===== config.mk =====
export PLATFORM = sky130hd
export DESIGN_NAME = ysyx_23060332_regfile_sb
export DESIGN_NICKNAME = d
export VERILOG_FILES = /design/src/rtl/ysyx_23060332_regfile_sb.sv
export SDC_FILE = /design/constraint.sdc
export NUM_CORES = 2
export LEC_CHECK = 0
export CORE_ASPECT_RATIO = 0.8
export CORE_MARGIN = 5
export CORE_UTILIZATION = 41
export CTS_CLUSTER_SIZE = 14
export DETAILED_ROUTE_END_ITERATION = 10
export GPL_TIMING_DRIVEN = 0
export PLACE_DENSITY_LB_ADDON = 0.25
export SLEW_MARGIN = 20
export SYNTH_ARGS = -nofsm -noshare
export SYNTH_HDL_FRONTEND = slang
export SYNTH_SLANG_ARGS = --single-unit

===== constraint.sdc =====
create_clock -name clk -period 3.96 [get_ports clk]
set_input_delay 0.99 -clock clk [delete_from_list [all_inputs] [get_ports clk]]
set_output_delay 0.99 -clock clk [all_outputs]
set_load 0.1 [all_outputs]

===== src/rtl/ysyx_23060332_regfile_sb.sv =====
// General-purpose register file with NRD combinational read ports, one write port,
// write-to-read bypass, and a busy-bit scoreboard for RAW/WAW hazard stalls.
module ysyx_23060332_regfile_sb #(
    parameter  int DATA_W = 32,
    parameter  int NREG   = 32,
    parameter  int NRD    = 2,
    localparam int AW     = $clog2(NREG)
) (
    input  logic                  clk,
    input  logic                  rst,
    input  logic [NRD*AW-1:0]     raddr,
    output logic [NRD*DATA_W-1:0] rdata,
    output logic [NRD-1:0]        rbusy,
    input  logic                  wen,
    input  logic [AW-1:0]         waddr,
    input  logic [DATA_W-1:0]     wdata,
    input  logic                  iss_valid,
    input  logic [AW-1:0]         iss_rd,
    output logic                  iss_ready,
    input  logic                  flush,
    input  logic [AW-1:0]         dbg_addr,
    output logic [DATA_W-1:0]     dbg_data,
    output logic [NREG-1:0]       busy_vec
);

    logic [DATA_W-1:0] r_regs [NREG];
    logic [NREG-1:0]   r_busy;
    logic [NREG-1:0]   w_busy_nxt;
    logic              w_wr_act;
    logic              w_iss_fire;

    // A writeback is live only out of reset and for a non-zero destination.
    assign w_wr_act = rst && wen && (waddr != '0);

    generate
        for (genvar g = 0; g < NRD; g++) begin : g_rd
            logic [AW-1:0] w_ra;
            logic          w_hit;
            assign w_ra  = raddr[g*AW +: AW];
            assign w_hit = w_wr_act && (waddr == w_ra);
            assign rdata[g*DATA_W +: DATA_W] = (!rst || w_ra == '0) ? '0
                                             : (w_hit ? wdata : r_regs[w_ra]);
            assign rbusy[g] = (w_ra != '0) && r_busy[w_ra] && !w_hit;
        end
    endgenerate

    // Handshake: an issue is accepted in any cycle where iss_valid && iss_ready;
    // iss_ready is combinational and never depends on iss_valid or flush.
    assign iss_ready  = (iss_rd == '0) || !r_busy[iss_rd]
                     || (w_wr_act && (waddr == iss_rd));
    assign w_iss_fire = iss_valid && iss_ready && (iss_rd != '0);

    assign dbg_data = (dbg_addr == '0) ? '0 : r_regs[dbg_addr];
    assign busy_vec = r_busy;

    // Set after clear so a new writer owns the register over a retiring one.
    always_comb begin
        w_busy_nxt = r_busy;
        if (flush) begin
            w_busy_nxt = '0;
        end else begin
            if (w_wr_act) begin
                w_busy_nxt[waddr] = 1'b0;
            end
            if (w_iss_fire) begin
                w_busy_nxt[iss_rd] = 1'b1;
            end
        end
    end

    always_ff @(posedge clk or negedge rst) begin
        if (!rst) begin
            for (int i = 0; i < NREG; i++) begin
                r_regs[i] <= '0;
            end
            r_busy <= '0;
        end else begin
            if (w_wr_act) begin
                r_regs[waddr] <= wdata;
            end
            r_busy <= w_busy_nxt;
        end
    end

endmodule


Yosys cells after proc, flatten, opt, wreduce, memory -nomap -nowiden
Index checks and enable logic that the tools add are counted.

Reduce and logical (&&, ||, !) cells: 30. Mux-type cells: 31. Bitwise operators: 7. Equality and inequality tests: 3. Order comparisons: 11.

Operator list (count): 1024-bit bitwise mux (1); 32-bit two-way mux (16); 32-bit binary-select mux with 5-bit select (3); 32-bit demux with 5-bit select (1); 32-bit AND (1); 32-bit NOT (1); 32-bit OR (1); 6-bit greater-or-equal comparator, second input constant (4); 5-bit by 6-bit < comparator with 1-bit output, second input constant (4); 5-bit NOT with 6-bit output (4); 5-bit zero test (4); 5-bit nonzero test (4); 1-bit binary-select mux with 5-bit select (3); 5-bit equality test (3); 1-bit logical AND (14); 1-bit demux with 5-bit select (2); 5-bit by 1-bit greater-or-equal comparator with 1-bit output, second input constant (2); 6-bit by 1-bit < comparator with 1-bit output, second input constant (1); 1-bit two-way mux (5); 1-bit zero test (4); 1-bit logical OR (4).

Input port bits: 62. Output and inout bits: 131. Bits in registers: 1056. Logic and storage cells: 115.

Depth between registers and ports, before layout
Depth in word-level cells: 11. Mapped depth: 10. Depth with buffers taken out: 5.

Least setup slack after synthesis
OpenSTA, ideal clock, no wires.

Path type: input port to output port. Start point: input raddr[9]. End point: output rdata[32]. Path buffers: 2. Required time: 2.970 ns. Data arrival time: 4.701 ns. Cell stages on the path: 5. Setup slack: -1.731 ns. Cell sequence: clkbuf_1 inv_2 buf_1 mux4_2 a211oi_1.

Cells in the longest elaborated chain, start to end: 6. Elaborated cells on any way between the ends: 10. Classes of those cells: 1 x eq/ne; 5 x mux; 1 x bitwise; 3 x reduce/logical.

RTL lines: start: declaration (line 11) `input logic [NRD*AW-1:0] raddr,`; 5-bit NOT with 6-bit output (not written as such) (line 42) `: (w_hit ? wdata : r_regs[w_ra]);`; 32-bit binary-select mux with 5-bit select (line 42); 32-bit two-way mux (not written as such) (2 in a row) (line 42); 32-bit two-way mux (line 42); 32-bit two-way mux (*) (line 41) `assign rdata[g*DATA_W +: DATA_W] = (!rst || w_ra == '0) ? '0`; end: declaration (line 12) `output logic [NRD*DATA_W-1:0] rdata,`.

Mark *: on every way between the ends. The rest lies on a longest branch, timed or not. The select of a mux whose other input is x is not followed.

Worst setup path after layout
Start point: input raddr[1]. End point: output rdata[5].

The elaborated chain is that of the path after synthesis.

==> flow_metrics.py <==
metrics = {
    "yosys": {
        "synthDominantCellAreaShare_pct": 40.0,
        "synthFlopType": "dfrtp_1",
        "synth_area_um2": 66100,
        "synth-simple-area-share_pct": 2.48,
        "yosysWarningCount": 0,
        "synth_top_area_cell": "dfrtp_1",
        "synth_fp_nets": 4526,
        "syn-mean-instance-area_um2": 14.8,
        "ys_top_cells_by_area": "dfrtp_1, mux4_2, mux2_2, mux2i_1, mux2_1",
        "synth_fa_ha_area_share_pct": 0,
        "synth-xor-area-share_pct": 0.199,
        "synth_top_family_by_area": "multiplexers",
        "synth_cell_types": 63,
        "synth-compound-area-share_pct": 4.74,
        "synth_cells": 4464,
        "muxShareOfSynthArea_pct": 48.6,
        "postSynth.asyncResetShare_pct": 100,
        "synth-seq-area-share_pct": 40.0,
        "synth-edff-count": 0,
        "yosys_register_bits": 1056,
    },
    "cells_and_area": {
        "syn_to_final_growth_pct": 33.7,
        "multi_input_area_um2": 40800,
        "drive_above_1_share_pct": 58.9,
        "final_nets": 5223,
        "seq_area_um2": 26400,
        "fin_area_um2": 88300,
        "nFillCells": 12765,
    },
    "placed_design": {
        "dp_hpwl_um": 294000,
        "pre_cts_ws_ns": -3.57,
        "portBuffers": 179,
        "routabilityCongestion": 1.10,
        "dpl-instance-area_um2": 72600,
    },
    "worst_hold_path": {
        "hold_class": "input pin to async pin",
    },
    "floorplan": {
        "coreArea_um2": 160000,
        "ios": 193,
        "fp.dieW_um": 459,
        "die_h_um": 369,
        "start_util_pct": 41.3,
        "fp.dieArea_um2": 169000,
        "rows": 131,
    },
    "worst_setup_path": {
        "r2r_slack_ns": 1.64,
        "cp_max_fo": 10,
        "cp.required_ns": 2.97,
        "crit_end": "rdata[5]",
        "cp-start-kind": "input pin",
        "worstPathArrival_ns": 3.54,
        "reg2reg_to": "busy_vec[27]",
        "ff2ff_path_depth": 6,
        "r2r_start": "busy_vec[7]",
        "critical_path_class": "input pin to output port",
        "startpoint": "raddr[1]",
        "worst_setup_path_end_kind": "output port",
    },
    "sta": {
        "setup_tns_ns": -42.70,
        "worst_slew_pin_slew_ns": 1.29,
        "max-slew-margin-rel_pct": 14.3,
        "post-route-period-util_pct": 114,
        "slew_violations": 0,
        "hold_viol": 0,
        "fin_crit_ns": 4.53,
        "rsz0062_at_grt": "true",
        "skew_ns": 0.0293,
        "fin_ws_ns": -0.570,
        "finalSetupViolCount": 98,
        "fmax_mhz": 221,
    },
    "routing": {
        "vias": 55722,
        "drt_wl_total_um": 414000,
        "wl_per_cell_um": 55.9,
        "drt_iter0_markers": 9932,
        "routed_via_density": 7.52,
        "drc_errors": 0,
        "dr.pass1.iters": 7,
        "drtAntennaViolNets": 0,
    },
    "global_routing": {
        "use_met3_pct": 35.3,
        "grt_start_max_net_pins": 129,
        "grt_pass1_vias": 50919,
        "busiest_layer": "met1",
        "antenna_found_initial": 39,
        "gr-usage-met1_pct": 60.4,
        "grt_pass1_wl_um": 523000,
        "use_met2_pct": 57.3,
        "grt-ovfl-total": 0,
        "grt_use_total_pct": 47.6,
    },
    "clock_tree": {
        "clock-sinks": 1056,
        "htreeDepth": 3,
        "numCtsBuffers": 117,
        "path_clk_slew_ns": 0.07,
        "clkLatencyLatePin_ns": 0.84,
        "cts_tree": "done",
        "cts-root-buf": "clkbuf_16",
        "cts_buffer_depth": 3,
    },
    "status": {
        "status": "finished with violations",
        "violations": "setup timing",
    },
    "power_and_ir_drop": {
        "ir_worst_vdd_mv": 0.422,
        "p_leak_nw": 37.0,
        "p_per_area_nw_per_um2": 433,
    },
    "flow_run": {
        "drv_cap": 0,
    },
}
## metal layers
metal	routed length, um	up-vias
met5	2220	-
met4	29100	54
met3	80600	1192
met2	151000	5364
met1	152000	29759
li1	-	19353
## critical path, stage by stage
cell and delay [ns]:
buf_8 0.17, buf_6 0.29, buf_4 0.48, mux4_2 0.53
o21ai_0 0.34, a211oi_1 0.14, a211o_2 0.34, buf_8 0.19
## what timing repair did
item,4_1_cts,5_1_grt
pin swaps,106,116
gates cloned,25,15
endpoints found under the hold margin,0,0
gates resized for setup,1832,427
setup endpoints to repair,808,99
hold buffers,0,0
buffers inserted,214,118
## registers in the layout, indices dropped and copies added (netlist names)
name / count
r_regs: 1024
busy_vec: 32
## layout make-up
class / count / share of cell area (%)
sequential: 1056 / 29.9
timing repair buffer: 588 / 9.78
tap: 2128 / 3.02
multi-input combinational: 2869 / 46.2
antenna: 21 / 0.0595
clock buffer: 175 / 3.91
inverter: 6 / 0.0439
clock inverter: 48 / 0.818
buffer: 523 / 6.22
## synthesized netlist by cell type, drive strengths merged (19+ instances only)
library cell and n:
a221oi 83, dfrtp 1056, nor3 44, mux2 994
a211oi 56, nor2 104, o31ai 20, buf 254
a211o 29, mux4 772, clkbuf 279, a221o 43
o21ai 76, nand2 60, a21oi 30, nand3 19
nand2b 20, nor2b 28, mux2i 353
## logic make-up after synthesis
| kind of cell | count (synthesis) |
|---|---|
| multiplexers | 2119 |
| flip-flops | 1056 |
| buffers and inverters | 539 |
| AO/OA/AOI/OAI | 406 |
| AND/OR/NAND/NOR | 329 |
| XOR/XNOR | 15 |
## per-stage QoR
stage	hold slack [ns]	power (mW)	std cells	util [%]
5_1_grt	0.101	38.6	7398	55.2
3_3_place_gp	0.474	22.8	6771	44.6
3_5_place_dp	0.488	23.2	6823	45.5
2_1_floorplan	0.458	18.9	4464	-
4_1_cts	0.0790	36.6	7278	53.2
6_report	0.0883	38.2	7414	55.3
## cells in the final DEF, fill, tap and decap left out, types with 34 or more instances in the layout
master and n:
nor2_1 48, o21ai_1 34, buf_2 72, buf_4 220
clkdlybuf4s50_1 70, a221o_1 35, mux2_2 771, mux4_2 772
clkbuf_8 62, a221oi_4 37, clkbuf_16 151, mux2i_2 52
clkbuf_4 40, clkbuf_1 176, mux2i_4 111, dfrtp_1 1056
buf_12 216, mux2_1 223, a221oi_2 39, buf_6 64
buf_16 112, nor2_4 42, clkbuf_2 36, mux2i_1 190
nand2_1 58
## how the worst min path moves through the flow
stage,slack (ns),startpoint,endpoint
detailed placement,0.49,r_regs[1001],r_regs[1001]
floorplan,0.46,r_regs[1000],r_regs[1000]
CTS,0.08,rst,r_regs[439]
global placement,0.47,r_regs[1023],r_regs[1023]
global route,0.10,rst,r_regs[475]
finish,0.09,rst,r_regs[475]
## power by group
group          leakage [nW]  total [mW]  switching, mW  internal, mW
Combinational          20.9        12.3           7.04          5.29
Sequential             14.1        13.6           1.51          12.1
Clock                  2.02        12.3           5.25          7.01
Total                  37.0        38.2           13.8          24.4
(Power assumes the default switching activity.)
